### src/rtl/mult_seq_ctrl.sv
// Sequencer for the repeated-addition multiplier datapath (A reg, B down-counter, P accumulator).
// Define MULT_CTRL_TIMEOUT_EN to enable the MAX_ITER iteration limit and the ERR state.
module mult_seq_ctrl #(
  parameter int ITER_W   = 8,
  parameter int MAX_ITER = 200
) (
  input  logic              clk,
  input  logic              rst_n,
  input  logic              start,
  input  logic              abort,
  input  logic              eqz,
  output logic              ld_a,
  output logic              ld_b,
  output logic              clr_p,
  output logic              ld_p,
  output logic              dec_b,
  output logic              busy,
  output logic              done,
  output logic              err,
  output logic [ITER_W-1:0] iter_cnt,
  output logic [2:0]        state_o
);

`ifdef MULT_CTRL_TIMEOUT_EN
  localparam bit TimeoutEn = 1'b1;
`else
  localparam bit TimeoutEn = 1'b0;
`endif

  localparam logic [ITER_W-1:0] IterMax = '1;
  localparam logic [ITER_W-1:0] IterLim = ITER_W'(MAX_ITER);

  typedef enum logic [2:0] {
    S_IDLE   = 3'd0,
    S_LOAD_A = 3'd1,
    S_LOAD_B = 3'd2,
    S_CHECK  = 3'd3,
    S_ACC    = 3'd4,
    S_DONE   = 3'd5,
    S_ERR    = 3'd6
  } state_e;

  state_e            state_q, state_d;
  logic [ITER_W-1:0] iter_q, iter_d;

  always_ff @(posedge clk or negedge rst_n) begin
    if (!rst_n) begin
      state_q <= S_IDLE;
      iter_q  <= '0;
    end else begin
      state_q <= state_d;
      iter_q  <= iter_d;
    end
  end

  always_comb begin
    state_d = state_q;
    iter_d  = iter_q;

    // The counter follows the current state only, so an abort taken in ACC still counts that cycle.
    case (state_q)
      S_LOAD_A: iter_d = '0;
      S_ACC:    if (iter_q != IterMax) iter_d = iter_q + ITER_W'(1);
      default:  ;
    endcase

    if (abort && (state_q != S_IDLE)) begin
      state_d = S_IDLE;
    end else begin
      case (state_q)
        S_IDLE:   if (start && !abort) state_d = S_LOAD_A;
        S_LOAD_A: state_d = S_LOAD_B;
        S_LOAD_B: state_d = S_CHECK;
        S_CHECK: begin
          if (eqz)                                state_d = S_DONE;
          else if (TimeoutEn && iter_q == IterLim) state_d = S_ERR;
          else                                    state_d = S_ACC;
        end
        S_ACC:    state_d = S_CHECK;
        S_DONE:   state_d = start ? S_LOAD_A : S_IDLE;
        S_ERR:    if (start) state_d = S_LOAD_A;
        default:  state_d = S_IDLE;
      endcase
    end
  end

  assign ld_a     = (state_q == S_LOAD_A);
  assign ld_b     = (state_q == S_LOAD_B);
  assign clr_p    = (state_q == S_LOAD_B);
  assign ld_p     = (state_q == S_ACC);
  assign dec_b    = (state_q == S_ACC);
  assign busy     = (state_q == S_LOAD_A) || (state_q == S_LOAD_B) ||
                    (state_q == S_CHECK)  || (state_q == S_ACC);
  assign done     = (state_q == S_DONE);
  assign err      = TimeoutEn && (state_q == S_ERR);
  assign iter_cnt = iter_q;
  assign state_o  = state_q;

endmodule
### config.mk
export PLATFORM = sky130hd
export DESIGN_NAME = mult_seq_ctrl
export DESIGN_NICKNAME = d
export VERILOG_FILES = /design/src/rtl/mult_seq_ctrl.sv
export SDC_FILE = /design/constraint.sdc
export NUM_CORES = 1
export LEC_CHECK = 0
export ABC_AREA = 1
export CORE_MARGIN = 2
export CORE_UTILIZATION = 47
export DETAILED_ROUTE_END_ITERATION = 10
export PLACE_DENSITY = 0.93
export SYNTH_ARGS = -nofsm -noshare
export SYNTH_HDL_FRONTEND = slang
export SYNTH_SLANG_ARGS = --single-unit
### constraint.sdc
create_clock -name clk -period 2.1 [get_ports clk]
set_input_delay 0.42 -clock clk [delete_from_list [all_inputs] [get_ports clk]]
set_output_delay 0.42 -clock clk [all_outputs]
set_load 0.02 [all_outputs]
# After elaboration in Yosys (flattened, before gate mapping)
# Cells that the tools add are included.
[totals] out_inout_bits=19 regBits=11
[op_classes] mux=8 add_sub_neg=1 eq_ne=10 reduce_logical=12
[op_table] cell="$pmux 3 s6" count=1
[op_table] cell="$pmux 8 s2" count=1
[op_table] cell="$eq 3x3->1 const B" count=3
[op_table] cell="$mux 3" count=3
[op_table] cell="$add 8x1->8 const B" count=1
[op_table] cell="$mux 8" count=1
[op_table] cell="$ne 8x8->1 const B" count=1
[op_table] cell="$eq 3x2->1 const B" count=2
[op_table] cell="$ne 3x3->1 const B" count=2
[op_table] cell="$reduce_and 2->1" count=2
[op_table] cell="$eq 3x1->1 const B" count=1
[op_table] cell="$logic_not 3->1" count=1
[op_table] cell="$logic_or 1x1->1" count=3
[op_table] cell="$reduce_bool 3->1" count=1
[op_table] cell="$logic_and 1x1->1" count=2
[op_table] cell="$mux 1" count=2
[op_table] cell="$ne 2x1->1 const B" count=1
[op_table] cell="$reduce_bool 2->1" count=1
[op_table] cell="$reduce_or 2->1" count=1
[op_table] cell="$logic_not 1->1" count=1

# Depth between registers and ports, before layout
# Gate-level depths: netlist (run 1).
[depth] ltp_word=5 depth_mapped=8 ltp_nobuf=8

# Worst setup path after synthesis (run 1)
# Ideal clock, no wire load.
[synth_timing] kind="reg2out" from="reg state_q[1] (netlist: state_o[1])" to="out busy" arrival_time_ps=1203 path_stages_with_launch=7 setup_slack_ps=477 path_cell_list="dfrtp_1 inv_1 nand2_1 nor2_4 buf_6 inv_2 nand2_1"
[synth_lines] element="from (decl)" line_no="43" source="state_e state_q, state_d;"
[synth_lines] element="from (signal assigned)" line_no="51" source="state_q <= state_d;"
[synth_lines] element="$eq 3x3->1"
[synth_lines] element="net dec_b" line_no="16" source="output logic dec_b,"
[synth_lines] element="$logic_or 1x1->1" line_no="93" source="(state_q == S_CHECK) || (state_q == S_ACC);"
[synth_lines] element="to (decl)" line_no="17" source="output logic busy,"
# The timed path passes the listed nets, and every way through them passes these cells.

# Worst setup path in the final report (run 1)
[layout_timing] from="reg state_q[1] (netlist: state_o[1])" to="out busy"
[layout_via] elab_chain_len=4
[layout_rtl] element="$eq 3x1->1 / $eq 3x2->1 (equally long branches)" line_no="92" source="assign busy = (state_q == S_LOAD_A) || (state_q == S_LOAD_B) ||"
[layout_rtl] element="$logic_or 1x1->1 (2 in a row)" line_no="92"
[layout_rtl] element="$logic_or 1x1->1 (*)" line_no="93"
# Every way passes the cells marked *; elsewhere a longest branch is shown, timed or not.

==> impl_metrics.toml, run 1 <==
[route]
antenna_left = 0
drc = 0
drtIter0Drc = 12
wl_per_cell_um = 11.0
totalWireLength_mm = 1.59
vias = 709
viasPerCell = 4.89
first_pass_iters = 4

[placed_design]
dp_hpwl_mm = 1.28
dpl.cell_count = 141
io_buffers = 22
dpl-instance-area_sq_um = 952
place_ws_ps = 170
globalplace.congestion = 0.811

[grt]
grt_max_degree = 12
grtUsageTotal_pct = 19.4
grt_pass1_wl_mm = 2.70
overflow = 0
antenna_found_initial = 0
grt_pass1_vias = 626

[flow_run]
max_cap_viol_count = 0

[floorplan]
die_h_um = 43.4
rows = 14
die_w_um = 43.4
dieArea_sq_um = 1890
core_area_sq_um = 1490
pin_count = 24
initial_core_util_pct = 49.1

[critical_path]
critPathArrivalTime_ps = 1520
startpoint_type = "register"
path_class = "register to primary output"
cp_max_fo = 6
cp-end-kind = "primary output"
reg2regPathDepth = 7
worst_ep_required_time_ps = 1680

[logic_synthesis]
syn_inst = 105
synth_nets = 111
synth.area.top_cells = "dfrtp_1 (38%), nand2_1 (15%), nor2_1 (6.7%)"
synth-seq-cells = 11
ys_seq_area_share_pct = 37.7
ys_warn_count = 0
synth_top_area_share_pct = 37.7
synth.avg_cell_area_sq_um = 6.96
synth_top_cell_by_area = "dfrtp_1"
synth_cell_types = 22
syn_area_sq_um = 731

[run_status]
outcome = "finished, final reports clean"

[pwr]
leakage_nw = 0.476
peakVddDrop_v = 0.000520
p_per_area_nw_per_um2 = 982
power_uw = 956

[worst_hold_path]
hp-class = "primary input to asynchronous set/reset pin"

[sta]
slew_headroom_pct = 65.9
worst_pin_slew_ps = 510
finalHoldViolations = 0
fin_crit_ps = 1940
finalSetupViolations = 0
rsz0062_at_grt = "no"
fmax_mhz = 515
slew_viol_final = 0
finalCritPeriodShare_pct = 92.5
clock_skew_ps = 7.71
setup_ws_ps = 158
tns_ps = 0
finalHoldWorstSlack_ps = 485

[clock_network]
clock_latency_ps = 270
ctsHoldBuffers = 0
clock-sinks = 11
htreeDepth = 1
cts.path.max_buffers = 2
numCtsBuffers = 3
clk_pin_slew_ps = 80
cts_tree = "done"
postCtsSetupRepairBufs = 0
root_buffer = "clkbuf_4"

[final_layout]
utilization_pct = 65.4
fin_nets = 136
multi_input_area_sq_um = 377
area_delta_synth_final_pct = 33.2
post-route-cell-area_sq_um = 973
fill_cells = 134
stdcell_count = 145
drive_gt1_share_pct = 13.2
antenna_cells = 0
seq_area_sq_um = 275
## critical path, stage by stage (launching register included)
cell and delay, ps:
dfrtp_1 420, inv_1 130, nand2_1 110, nor2_4 150
inv_2 60, nand2_1 50, dlygate4sd2_1 330
## Yosys cell counts (all sizes together)
library cell and count:
a21oi 6, buf 4, nor3 5, or2 1, xor2 1, o21ai 5, dfrtp 11, inv 12
nand2 33, conb 1, ha 1, nand3 9, nor2 15, nand4 1
## sequential cells by signal, indices dropped and copies added, names as in the netlist
name / flops
state_o: 3
iter_cnt: 8
## metal layers
layer,track usage (%),part of all wire (%)
met1,23.0,46
met4,9.09,1.4
met5,0,0
met3,4.17,5.8
met2,33.1,47
## placed cells by master (no fill, tap or decap)
cell type	instances
a21oi_1	5
a21oi_4	1
buf_4	2
clkbuf_1	1
clkbuf_4	3
clkdlybuf4s50_1	15
conb_1	1
dfrtp_1	11
dlygate4sd2_1	6
dlymetal6s2s_1	1
ha_1	1
inv_1	8
inv_2	4
nand2_1	30
nand2_2	3
nand3_1	9
nand4_1	1
nor2_1	13
nor2_2	1
nor2_4	1
nor3_1	4
nor3_2	1
o21ai_0	2
o21ai_1	3
or2_2	1
xor2_1	1
## cell type report
class,instances,area share (%)
sequential,11,28.3
multi-input combinational,78,38.7
clock buffer,4,2.70
inverter,12,4.63
tap,16,2.06
timing repair buffer,24,23.7
## repair_timing
item | 4_1_cts | 5_1_grt
setup endpoints to repair | 6 | 1
resized for setup | 6 | 1
hold endpoints to repair | 0 | 0
gates cloned | 0 | 0
## report_power, final
group | internal [mW] | switching (mW) | total (mW)
sequential | 0.246 | 0.0506 | 0.297
combinational | 0.203 | 0.310 | 0.513
clock | 0.0735 | 0.0726 | 0.146
## final timing paths
kind	startpoint	endpoint	slack, ps
min reg2reg	iter_cnt[0]	iter_cnt[0]	550
max reg2reg	iter_cnt[0]	iter_cnt[6]	650
max in group asynchronous	rst_n	iter_cnt[0]	1270
min	rst_n	iter_cnt[6]	490
min in group clk	iter_cnt[0]	iter_cnt[0]	550
max	state_o[1]	busy	160
## logic make-up after synthesis
kind of cell | share of synthesized area (%)
AO/OA/AOI/OAI | 9.07
XOR/XNOR | 1.20
adder cells (fa/ha/maj) | 1.71
buffers and inverters | 10.8
flip-flops | 37.7
other | 0.513
AND/OR/NAND/NOR | 39.0
No activity file was read; power rests on OpenSTA's default activity.
==> run 2: changes to the inputs <==
--- a/config.mk
+++ b/config.mk
@@ -5,8 +5,7 @@
 export SDC_FILE = /design/constraint.sdc
 export NUM_CORES = 1
 export LEC_CHECK = 0
-export ABC_AREA = 1
-export CORE_MARGIN = 2
+export CORE_MARGIN = 3
 export CORE_UTILIZATION = 47
 export DETAILED_ROUTE_END_ITERATION = 10
 export PLACE_DENSITY = 0.93
==> impl_metrics.toml, run 2 <==
[clock_network]
root_buffer = "clkbuf_4"
clk_pin_slew_ps = 70
cts.path.max_buffers = 2
clock_latency_ps = 270
clock-sinks = 11
ctsHoldBuffers = 0
cts_tree = "done"
numCtsBuffers = 3
htreeDepth = 1

[critical_path]
reg2reg_to = "iter_cnt[6]"
critPathMaxStageDelay_ps = 610
reg2reg_from = "iter_cnt[0]"
r2r_slack_ps = 570
startpoint_type = "register"
worstPathCellList = "buf_4, and3b_1, clkdlybuf4s50_1"
reg2regPathDepth = 4
critPathArrivalTime_ps = 1590
path_class = "register to primary output"
cp-end-kind = "primary output"
worst_ep_required_time_ps = 1680
cp_max_fo = 12
critPathSlowestCell = "clkdlybuf4s50_1"

[placed_design]
globalplace.congestion = 0.798
dpl.cell_count = 111
io_buffers = 22
dpl-instance-area_sq_um = 943
dp_hpwl_mm = 1.20

[logic_synthesis]
synth.area.top_cells = "dfrtp_1 (39%), buf_4 (5.3%), nand2b_1 (4.4%)"
synth_top_area_share_pct = 38.5
synth_common_cells = "dfrtp_1 (11), buf_4 (5), nand2_1 (5), nand2b_1 (5)"
yosys_most_used_dff = "dfrtp_1"
ys_seq_area_share_pct = 38.5
ys_warn_count = 0
yosysMostFrequentCell = "dfrtp_1"
synth_top_cell_by_area = "dfrtp_1"
synth_edf_count = 0
syn_area_sq_um = 714
synth.avg_cell_area_sq_um = 9.40
async_flop_share_pct = 100
synth_cell_types = 34
synth_nets = 82
syn_inst = 76
synth-seq-cells = 11

[sta]
fin_crit_ps = 2010
finalHoldViolations = 0
fmax_mhz = 498
tns_ps = 0
finalSetupViolations = 0
slew_viol_final = 0
finalCritPeriodShare_pct = 95.6
rsz0062_at_grt = "no"
clock_skew_ps = 1.76
finalHoldWorstSlack_ps = 471

[final_layout]
drive_gt1_share_pct = 12.0
final_common_cell = "clkdlybuf4s50_1"
post-route-cell-area_sq_um = 962
area_delta_synth_final_pct = 34.7
largest_reg_flops = 8
antenna_cells = 0
layout_common_cells = "clkdlybuf4s50_1 (16), dfrtp_1 (11), dlygate4sd2_1 (6)"
fin_nets = 107
stdcell_count = 115

[route]
drc = 0
antenna_left = 0
first_pass_iters = 4
totalWireLength_mm = 1.60
vias = 667
drtIter0Drc = 22
viasPerCell = 5.80
wl_per_cell_um = 13.9

[grt]
grtUsageTotal_pct = 17.7
antenna_found_initial = 0
overflow = 0
grt_pass1_vias = 610
grt_max_degree = 13
grt_pass1_wl_mm = 2.57

[pwr]
power_uw = 512
p_per_area_nw_per_um2 = 532
leakage_nw = 0.452
peakVddDrop_v = 0.000468

[worst_hold_path]
hp-class = "primary input to asynchronous set/reset pin"

[floorplan]
dieArea_sq_um = 2020
core_area_sq_um = 1370
die_h_um = 45.0
pin_count = 24
die_w_um = 45.0
initial_core_util_pct = 52.3
rows = 13

[run_status]
outcome = "finished, final reports clean"

[flow_run]
max_cap_viol_count = 0
run 2: final cells by class:
class / instances / area (sq um)
timing repair buffer: 27 / 250
sequential: 11 / 275
fill: 113 / 404
inverter: 3 / 12.5
multi-input combinational: 55 / 379
clock buffer: 4 / 26.3
tap: 15 / 18.8
run 2: repair_timing:
item | in CTS | in global routing
setup endpoints to repair | 6 | 0
gates resized for setup | 6 | 0
buffers inserted | 0 | 0
run 2: worst max-delay path, delay by kind of cell (launching register included):
kind / cells / cell delay, ps
AND/OR/NAND/NOR: 1 / 170
buffers and inverters: 2 / 790
flip-flops: 1 / 350
run 2: power by group:
part | leakage, nW | internal, mW | total [mW] | switching, mW
clock | 0.0150 | 0.0737 | 0.147 | 0.0728
combinational | 0.286 | 0.0631 | 0.138 | 0.0745
sequential | 0.152 | 0.219 | 0.228 | 0.00880
run 2: worst max path at each step:
stage               start  endpoint  slack [ps]  depth (start not counted)
2_1_floorplan  state_o[1]      ld_b         160                          3
3_5_place_dp   state_o[1]      ld_a         180                          3
4_1_cts        state_o[2]      done          80                          3
3_3_place_gp   state_o[1]      ld_a         190                          3
5_1_grt        state_o[2]      done          10                          3
6_report       state_o[2]      done          90                          3
run 2: cells by family after synthesis:
family                     Yosys count  share of synthesized area, %
and+or+nand+nor                     29                          25.2
DFF                                 11                          38.5
AOI/OAI and AO/OA                   20                          20.1
buffers and inverters               10                          8.41
adders and majority gates            1                          1.75
other                                1                         0.525
xor gates and xnor gates             1                          1.23
muxes                                3                          4.20
run 2: per-stage QoR:
step	worst slack (ps)	util, %
CTS	80.5	70.4
detailed placement	176	69.0
finish	92.6	70.4
floorplan	156	-
global placement	194	69.0
global route	10.6	70.4
run 2: metal layers:
metal	share of wire (%)	GRT usage (%)	vias to the layer above	wire length (um)
met5	0	0	-	0
met4	1.4	9.94	0	22
met3	5.8	3.98	3	93
met2	52	28.5	25	827
met1	41	21.7	317	657
li1	-	-	322	-
==> run 3: changes to the inputs <==
--- a/config.mk
+++ b/config.mk
@@ -5,6 +5,7 @@
 export SDC_FILE = /design/constraint.sdc
 export NUM_CORES = 1
 export LEC_CHECK = 0
+export CAP_MARGIN = 10
 export CORE_MARGIN = 3
 export CORE_UTILIZATION = 47
 export DETAILED_ROUTE_END_ITERATION = 10
==> results of run 3 <==
Final layout, timing and power as in run 2 (identical DEF).
